File: src/rtl/uart_pkg.sv
// rtl/uart_pkg.sv - shared UART state encodings and bit-timing constants
package uart_pkg;

  localparam int DATA_W                 = 8;
  localparam int DEFAULT_CLOCKS_PER_BIT = 55;
  localparam int MIN_CNT_W              = 16;

  typedef enum logic [2:0] {
    ST_IDLE       = 3'd0,
    ST_START      = 3'd1,
    ST_DATA       = 3'd2,
    ST_STOP       = 3'd3,
    ST_BREAK_WAIT = 3'd4
  } uart_state_t;

  // Mid-bit offset used to qualify the start bit.
  function automatic int half_bit(input int clocks_per_bit);
    return (clocks_per_bit - 1) / 2;
  endfunction

endpackage

File: src/rtl/uart_rx_sync.sv
// rtl/uart_rx_sync.sv - two-flop synchronizer for the idle-high serial line
module uart_rx_sync (
  input  logic clk,
  input  logic rst,
  input  logic d,
  output logic q
);

  logic meta;

  // Both flops reset to the line's idle level so reset never looks like a start bit.
  always_ff @(posedge clk or posedge rst) begin
    if (rst) begin
      meta <= 1'b1;
      q    <= 1'b1;
    end else begin
      meta <= d;
      q    <= meta;
    end
  end

endmodule

File: src/rtl/uart_rx.sv
// rtl/uart_rx.sv - 8N1 UART receiver; UART_RX_FRAME_CHECK_EN adds stop-bit checking and break wait
module uart_rx
  import uart_pkg::*;
#(
  parameter int CLOCKS_PER_BIT = DEFAULT_CLOCKS_PER_BIT
) (
  input  logic              clk,
  input  logic              rst,
  input  logic              rx_in,
  output logic [DATA_W-1:0] rx_data,
  output logic              rx_done,
  output logic              rx_busy,
  output logic              frame_err
);

  localparam int CNT_W = ($clog2(CLOCKS_PER_BIT) > MIN_CNT_W) ? $clog2(CLOCKS_PER_BIT) : MIN_CNT_W;
  localparam logic [CNT_W-1:0] HALF = CNT_W'(half_bit(CLOCKS_PER_BIT));
  localparam logic [CNT_W-1:0] LAST = CNT_W'(CLOCKS_PER_BIT - 1);

  logic              rx_s;
  uart_state_t       state, state_n;
  logic [CNT_W-1:0]  cnt, cnt_n;
  logic [2:0]        idx, idx_n;
  logic [DATA_W-1:0] shreg, shreg_n;
  logic [DATA_W-1:0] data_n;
  logic              done_n;

  uart_rx_sync u_sync (
    .clk (clk),
    .rst (rst),
    .d   (rx_in),
    .q   (rx_s)
  );

`ifdef UART_RX_FRAME_CHECK_EN
  logic ferr_n;

  always_ff @(posedge clk or posedge rst) begin
    if (rst) frame_err <= 1'b0;
    else     frame_err <= ferr_n;
  end
`else
  assign frame_err = 1'b0;
`endif

  always_ff @(posedge clk or posedge rst) begin
    if (rst) begin
      state   <= ST_IDLE;
      cnt     <= '0;
      idx     <= '0;
      shreg   <= '0;
      rx_data <= '0;
      rx_done <= 1'b0;
    end else begin
      state   <= state_n;
      cnt     <= cnt_n;
      idx     <= idx_n;
      shreg   <= shreg_n;
      rx_data <= data_n;
      rx_done <= done_n;
    end
  end

  always_comb begin
    state_n = state;
    cnt_n   = cnt;
    idx_n   = idx;
    shreg_n = shreg;
    data_n  = rx_data;
    done_n  = 1'b0;
`ifdef UART_RX_FRAME_CHECK_EN
    ferr_n  = 1'b0;
`endif
    case (state)
      ST_IDLE: begin
        cnt_n = '0;
        idx_n = '0;
        if (!rx_s) state_n = ST_START;
      end
      ST_START: begin
        // A line that is high again at mid-bit was noise, not a start bit.
        if (cnt == HALF) begin
          cnt_n   = '0;
          state_n = rx_s ? ST_IDLE : ST_DATA;
        end else begin
          cnt_n = cnt + CNT_W'(1);
        end
      end
      ST_DATA: begin
        if (cnt == LAST) begin
          cnt_n        = '0;
          shreg_n[idx] = rx_s;
          if (idx == 3'd7) state_n = ST_STOP;
          else             idx_n   = idx + 3'd1;
        end else begin
          cnt_n = cnt + CNT_W'(1);
        end
      end
      ST_STOP: begin
        if (cnt == LAST) begin
          cnt_n  = '0;
          data_n = shreg;
          done_n = 1'b1;
`ifdef UART_RX_FRAME_CHECK_EN
          if (rx_s) begin
            state_n = ST_IDLE;
          end else begin
            ferr_n  = 1'b1;
            state_n = ST_BREAK_WAIT;
          end
`else
          state_n = ST_IDLE;
`endif
        end else begin
          cnt_n = cnt + CNT_W'(1);
        end
      end
`ifdef UART_RX_FRAME_CHECK_EN
      // Hold off until the line recovers so a break is not re-read as frames.
      ST_BREAK_WAIT: begin
        cnt_n = '0;
        if (rx_s) state_n = ST_IDLE;
      end
`endif
      default: state_n = ST_IDLE;
    endcase
  end

  assign rx_busy = (state != ST_IDLE);

endmodule
File: config.mk
export PLATFORM = sky130hd
export DESIGN_NAME = uart_rx
export DESIGN_NICKNAME = d
export VERILOG_FILES = /design/src/rtl/uart_pkg.sv /design/src/rtl/uart_rx_sync.sv /design/src/rtl/uart_rx.sv
export SDC_FILE = /design/constraint.sdc
export NUM_CORES = 1
export LEC_CHECK = 0
export BUFFER_PORTS_ARGS = -buffer_cell sky130_fd_sc_hd__buf_2
export CORE_MARGIN = 1.5
export CORE_UTILIZATION = 53
export CTS_CLUSTER_DIAMETER = 100
export DETAILED_ROUTE_END_ITERATION = 8
export PLACE_DENSITY = 0.74
export SLEW_MARGIN = 20
export SYNTH_ARGS = -nofsm -noshare
export SYNTH_HDL_FRONTEND = slang
export SYNTH_HIERARCHICAL = 1
export SYNTH_SLANG_ARGS = --single-unit
File: constraint.sdc
create_clock -name clk -period 1.69 [get_ports clk]
set_input_delay 0.0845 -clock clk [delete_from_list [all_inputs] [get_ports clk]]
set_output_delay 0.0845 -clock clk [all_outputs]
set_load 0.02 [all_outputs]
Word-level counts from Yosys, hierarchy flattened
Index checks and enable logic that the tools add are counted.
{ "totals": {"out_inout_bits": 11, "register_bits": 41} }
{ "classes": {"n_eq_ne": 12, "addsub": 2, "mux": 18, "n_lt_le_gt_ge": 2, "n_reduce_logical": 10} }
{ "op_table": {"columns": ["cell", "count"], "rows": [
  ["$pmux W16 S3", 1],
  ["$mux W16", 2],
  ["$mux W3", 7],
  ["$add A16 B1 Y16 const B", 1],
  ["$eq A16 B5 Y1 const B", 1],
  ["$eq A16 B6 Y1 const B", 1],
  ["$ne A2 B2 Y1 const B", 6],
  ["$pmux W3 S4", 1],
  ["$bwmux W8", 1],
  ["$eq A3 B2 Y1 const B", 2],
  ["$pmux W3 S2", 1],
  ["$reduce_bool A3 Y1", 2],
  ["$reduce_and A5 Y1", 1],
  ["$lt A3 B4 Y1 const B", 1],
  ["$reduce_and A2 Y1", 2],
  ["$add A3 B1 Y3 const B", 1],
  ["$demux W1 S3", 1],
  ["$eq A3 B1 Y1 const B", 1],
  ["$eq A3 B3 Y1 const B", 1],
  ["$ge A3 B1 Y1 const B", 1],
  ["$logic_not A3 Y1", 1],
  ["$mux W1", 3],
  ["$reduce_and A3 Y1", 1],
  ["$mux W2", 1],
  ["other kinds (3)", 3]
]} }

Logic depth before layout (Yosys ltp)
Gate-level depths: netlist (run 1).
{ "depth": {"ltp_word": 5, "ltp_mapped": 7, "depth_no_buf": 6} }

Hierarchy
The synthesis (run 1) kept the hierarchy.
{ "by_module_without_submodules": {"columns": ["mod", "area_per_inst_um2", "instances", "seq_area_each_um2", "cells_each"], "rows": [
  ["uart_rx", 1921.8, 1, 950.9, 176],
  ["uart_rx_sync", 56.3, 1, 52.6, 3]
]} }

Least setup slack after synthesis (run 1)
No wires, ideal clock.
{ "synth_path": {"path_type": "reg2reg", "start": "register cnt[0]", "end": "register shreg[1]", "setup_ns": 0.128, "stages_incl_launch_ff": 8, "slack_ns": -0.143, "arrival_ns": 1.705, "cell_sequence": "dfrtp_1 > inv_1 > ha_1 > and4bb_2 > nand4_4 > buf_6 > nor4_1 > mux2_1"} }
{ "synth_between": {"elab_chain_cells": 2} }
{ "synth_rtl": {"columns": ["element", "line", "source"], "rows": [
  ["from (decl)", "uart_rx.sv:22", "logic [CNT_W-1:0] cnt, cnt_n;"],
  ["from (signal assigned)", "uart_rx.sv:56", "cnt <= cnt_n;"],
  ["$eq A16 B6 Y1", "uart_rx.sv:90", "if (cnt == LAST) begin"],
  ["$reduce_and A2 Y1 (no line)", null, null],
  ["to (signal assigned)", "uart_rx.sv:58", "shreg <= shreg_n;"],
  ["to (decl)", "uart_rx.sv:24", "logic [DATA_W-1:0] shreg, shreg_n;"]
]} }
Every way passes these cells.
A chain may end at the register's enable or synchronous reset.

Final worst setup path (run 1)
{ "layout_path": {"start": "register cnt[11]", "end": "register shreg[5]"} }
Same word-level chain as after synthesis.

==> flow_summary.ini, run 1 <==
[status]
status = finished, violations left
violations = negative setup slack

[place]
io_buffers = 12
hpwl_um = 3010
place_congestion = 0.889
dp_cells = 264

[timing]
max_freq_ghz = 0.538
rsz0062_at_grt = true
finClkSkew_ns = 0.00534
hold_violations = 0
setup_violations = 32
slew_violations = 0
finalCriticalPeriod_ns = 1.86
timing.final.crit_share_pct = 110
hold_ws_ns = 0.359
post-route-worst-setup-slack_ns = -0.167

[clock_tree]
cts_tree = yes
path_clk_slew_ns = 0.08
cts_inserted_buffers = 5
cts_max_level = 2
clk_latency_ns = 0.30
clk_path_buf_depth = 2
cts_root_buf = clkbuf_8
clock-sinks = 40

[power_and_ir_drop]
powerDensity_nw_per_um2 = 779
ir_worst_vdd_mv = 0.617
p_leak_uw = 0.00122

[worst_setup_path]
cp.required_ns = 1.88
critPathKind = reg2reg
critPathMaxStageDelay_ns = 0.41
cp_data_arrival_time_ns = 2.05
cpMaxStageDelayCell = dfrtp_1
endpoint_kind = flip-flop
critPathMaxFanout = 7
critPathBufInv = 1
critPathTopFamily = simple AND/OR/NAND/NOR gates
worstPathCellList = nor4_4 -> nand4_4 -> buf_6 -> nor4_4 -> mux2_4
crit_top_cell = nor4_4
ff2ff_setup_slack_ns = -0.17
cp-start-kind = flip-flop

[logic_synthesis]
syn-cell-area_um2 = 1980
synth_top_area_share_pct = 48.1
synth_cells = 179
yosysWarnings = 6
ys_seq_elements = 40
async_reset_ff_share_pct = 100
synth.area.top_cells = dfrtp_1, mux2_2, xnor2_1
yosysSeqAreaShare_pct = 50.7
syn_nets = 186
synth_top_area_cell = dfrtp_1
synth.avg_cell_area_um2 = 11.1
synth_cell_types = 44
synth_flop_cell = dfrtp_1
synth_edf_count = 0

[drt]
wl_per_cell_um = 16.5
route.detailed.drc = 0
vias_per_cell = 5.70
num_vias = 1578
routed_wl_um = 4570
first_pass_iters = 4
final_antenna_net_count = 0
drt_iter0_drc = 68

[die]
fp.dieW_um = 64.1
rows = 22
io_pins = 14
coreArea_um2 = 3630
die_y_um = 64.1
fp.dieArea_um2 = 4110
initial_core_util_pct = 54.4

[worst_hold_path]
hp-class = in2async

[cells_and_area]
final_common_cell = dfrtp_1
layout-drive-gt1-share_pct = 42.8
area_delta_synth_final_pct = 36.4
nets = 235
instances_no_fill = 277
final_cell_mix = dfrtp_1, buf_4, nor2_1
n_antenna_cell = 0

[global_route]
antenna_found_initial = 0
grtUsageTotal_pct = 24.3
grt_pass1_vias = 1650
grt_pass1_wl_um = 7670
overflow = 0
grt_max_degree = 39

[flow_run]
max-cap-violations = 0
synthesized netlist by cell type, types with 3 or more instances:
cell      count
clkbuf_1      4
nand2_1      13
nor2_1       15
xnor2_1       9
a21oi_1       4
inv_1         8
nand4_1       3
mux2_2       14
nor4_1        6
ha_1          4
nor3_1        7
or3_1         4
o211ai_1      4
nand3_1       8
dfrtp_1      38
sequential cells by signal (all words and copies together), names as in the netlist:
name,flops
cnt,16
u_sync/q,1
state,2
u_sync/meta,1
idx,3
shreg,8
rx_done,1
rx_data,8
kinds of logic after synthesis:
kind of cell,after synthesis,synth area share [%]
compound gates,15,5.19
simple gates,75,23.3
xor+xnor,11,4.87
mux,16,9.11
flops,40,50.7
fa+ha+maj,4,2.53
buf+inv,17,4.05
other cells,1,0.190
final timing paths:
check                      depth (start not counted)          end   startpoint
min in group clk                                   0     u_sync/q  u_sync/meta
max                                                5     shreg[5]      cnt[11]
min reg2reg                                        0     u_sync/q  u_sync/meta
max reg2reg                                        5     shreg[5]      cnt[11]
max in group asynchronous                          4       cnt[8]          rst
min                                                3  u_sync/meta          rst
timing repair:
action                     4_1_cts  5_1_grt
gates cloned                     1        0
pin swaps                        7        6
buffers inserted                 1        1
setup endpoints to repair       33       35
hold buffers                     2        0
gates resized for setup         19       18
hold endpoints to repair        41        0
layer usage:
layer | GRT usage (%) | vias to the layer above | routed length [um]
met5 | 0 | - | 0
met4 | 9.84 | 0 | 118
met3 | 5.99 | 16 | 191
met2 | 44.7 | 47 | 2470
met1 | 26.6 | 783 | 1790
li1 | - | 732 | -
cell type report:
class	instances	area, um^2
flip-flops and latches	40	1000
clock inverters	3	46.3
clock buffers	5	68.8
fillers	242	936
inverters	8	30.0
well taps	48	60.1
repair buffers	51	385
multi-input cells	122	1100
through the flow:
stage / setup TNS (ns) / setup WS, ns / cell area [um^2] / util [%] / power, uW
floorplan: -0.325 / -0.0493 / 2030 / - / 1170
global placement: -2.47 / -0.154 / 2350 / 64.7 / 1260
detailed placement: -3.63 / -0.285 / 2350 / 64.7 / 1270
CTS: -3.99 / -0.158 / 2610 / 71.7 / 2090
global route: -6.37 / -0.278 / 2700 / 74.2 / 2190
finish: -3.24 / -0.167 / 2700 / 74.2 / 2100
worst reg2reg max path: cells and delay by family, from the launching register on:
kind / cells / cell delay, ns
DFF: 1 / 0.41
and+or+nand+nor: 3 / 0.78
muxes: 1 / 0.33
buffers and inverters: 1 / 0.22
report_power, final:
group	switching, uW	total [uW]	internal [uW]
logic	150	280	130
registers	26.8	1020	993
clock network	358	802	445
total	535	2100	1570
(Power assumes the default switching activity.)
==> run 2, diff against run 1 <==
--- a/config.mk
+++ b/config.mk
@@ -13,2 +13,3 @@
 export PLACE_DENSITY = 0.74
+export SKIP_LAST_GASP = 1
 export SLEW_MARGIN = 20
--- a/constraint.sdc
+++ b/constraint.sdc
@@ -3,2 +3,2 @@
 set_output_delay 0.0845 -clock clk [all_outputs]
-set_load 0.02 [all_outputs]
+set_load 0.005 [all_outputs]
==> run 2 against run 1 <==
The run still ends with negative setup slack left. Critical endpoint unchanged. First-iteration DRC count is 12% higher. Count of clock-buffer cells in the layout unchanged. Combinational power down 2%. Hold slack worse by 0.0079 ns. Global-route usage down 0.11 points. Clock skew increased by 0.0033 ns. Clock power is 1% higher.
==> flow_summary.ini, run 2 (same netlist as run 1, synthesis figures left out) <==
[worst_setup_path]
critPathBufInv = 2
critPathTopFamily = simple AND/OR/NAND/NOR gates
critPathLaunch = cnt[0]
cp_data_arrival_time_ns = 2.05
cp.required_ns = 1.88
critPathKind = reg2reg
endpoint_kind = flip-flop
r2r_end = shreg[5]
critPathMaxFanout = 7
reg2reg_from = cnt[0]
cp.depth = 7
critical_path.endpoint = shreg[5]
ff2ff_setup_slack_ns = -0.17
cp-start-kind = flip-flop
worstPathCellList = inv_1 -> ha_1 -> and4bb_2 -> nand4_4 -> buf_6 -> nor4_4 -> mux2_4
critPathMaxStageDelay_ns = 0.38
cpMaxStageDelayCell = dfrtp_1
r2r_cells = 7

[drt]
wl_per_cell_um = 16.3
vias_per_cell = 5.69
num_vias = 1575
drt_iter0_drc = 76
first_pass_iters = 4
route.detailed.drc = 0
routed_wl_um = 4520
final_antenna_net_count = 0

[power_and_ir_drop]
powerDensity_nw_per_um2 = 790
p_leak_uw = 0.00121
ir_worst_vdd_mv = 0.620

[clock_tree]
cts_root_buf = clkbuf_8
clock-sinks = 40
clk_path_buf_depth = 2
clk_latency_ns = 0.30
path_clk_slew_ns = 0.09
cts_inserted_buffers = 5
cts_max_level = 2
cts_tree = yes

[die]
rows = 22
io_pins = 14
initial_core_util_pct = 54.4
fp.dieArea_um2 = 4110
coreArea_um2 = 3630
die_y_um = 64.1
fp.dieW_um = 64.1

[status]
violations = negative setup slack
status = finished, violations left

[flow_run]
max-cap-violations = 0

[cells_and_area]
instances_no_fill = 277
layout-drive-gt1-share_pct = 42.8
nets = 235
n_antenna_cell = 0
largest_register_ff_count = 16
final_common_cell = dfrtp_1
fillers = 245
fin_area_um2 = 2660
regMostFlops = cnt
top_regs = cnt (16), rx_data (8), shreg (8)
area_delta_synth_final_pct = 34.7
final_cell_mix = dfrtp_1, buf_4, nor2_1

[timing]
hold_violations = 0
slew_violations = 0
finClkSkew_ns = 0.00868
rsz0062_at_grt = true
finalCriticalPeriod_ns = 1.86
max_freq_ghz = 0.539
timing.final.crit_share_pct = 110
post-route-worst-setup-slack_ns = -0.166
finalSetupTns_ns = -3.27
setup_violations = 32

[place]
pre_cts_ws_ns = -0.285
placed_area_um2 = 2350
io_buffers = 12
hpwl_um = 3010
dp_cells = 264
place_congestion = 0.889

[worst_hold_path]
hp-class = in2async

[global_route]
grt_pass1_wl_um = 7640
grtUsageTotal_pct = 24.2
antenna_found_initial = 0
overflow = 0
grt_max_degree = 39
grt_pass1_vias = 1650
-- run 2: cell counts in the layout (fill, tap and decap cells not counted) --
Identical to the previous run, type by type.
-- run 2: repair_timing --
item	4_1_cts	5_1_grt
endpoints found under the setup margin	33	35
hold buffers	2	0
hold endpoints to repair	41	0
resized for setup	18	10
pin swaps	6	8
buffers inserted	1	1
cloned	1	0
-- run 2: routing by layer --
layer	track usage [%]	vias to the layer above	wire length [um]
met5	0	-	0
met4	9.84	0	106
met3	5.99	15	161
met2	44.5	34	2460
met1	26.3	796	1790
li1	-	730	-
-- run 2: final cells by class --
| cell class | instances | area [um^2] | share of cell area (%) |
|---|---|---|---|
| Clock buffer | 5 | 68.8 | 2.58 |
| Clock inverter | 3 | 46.3 | 1.74 |
| Inverter | 8 | 30.0 | 1.13 |
| Multi-Input combinational cell | 122 | 1070 | 40.2 |
| Sequential cell | 40 | 1000 | 37.7 |
| Tap cell | 48 | 60.1 | 2.25 |
| Timing Repair Buffer | 51 | 385 | 14.5 |
-- run 2: worst min-delay path by stage --
stage          startpoint          end
2_1_floorplan         rst  u_sync/meta
3_3_place_gp          rst  u_sync/meta
3_5_place_dp          rst     u_sync/q
4_1_cts               rst  u_sync/meta
5_1_grt               rst  u_sync/meta
6_report              rst     u_sync/q
-- run 2: per-stage QoR --
stage / util (%) / total power (uW) / hold slack (ns)
6_report: 73.3 / 2100 / 0.351
4_1_cts: 71.6 / 2090 / 0.351
3_3_place_gp: 64.7 / 1260 / 0.114
3_5_place_dp: 64.7 / 1270 / 0.126
5_1_grt: 73.3 / 2180 / 0.367
2_1_floorplan: - / 1160 / -0.00400
-- run 2: worst min-delay path, delay by kind of cell --
family | cells | cell delay [ns]
buffers and inverters | 3 | 0.74
-- run 2: report_power, final --
part / switching [uW] / total (uW) / internal, uW
Sequential: 26.2 / 1020 / 993
Clock: 365 / 810 / 445
Combinational: 146 / 275 / 130
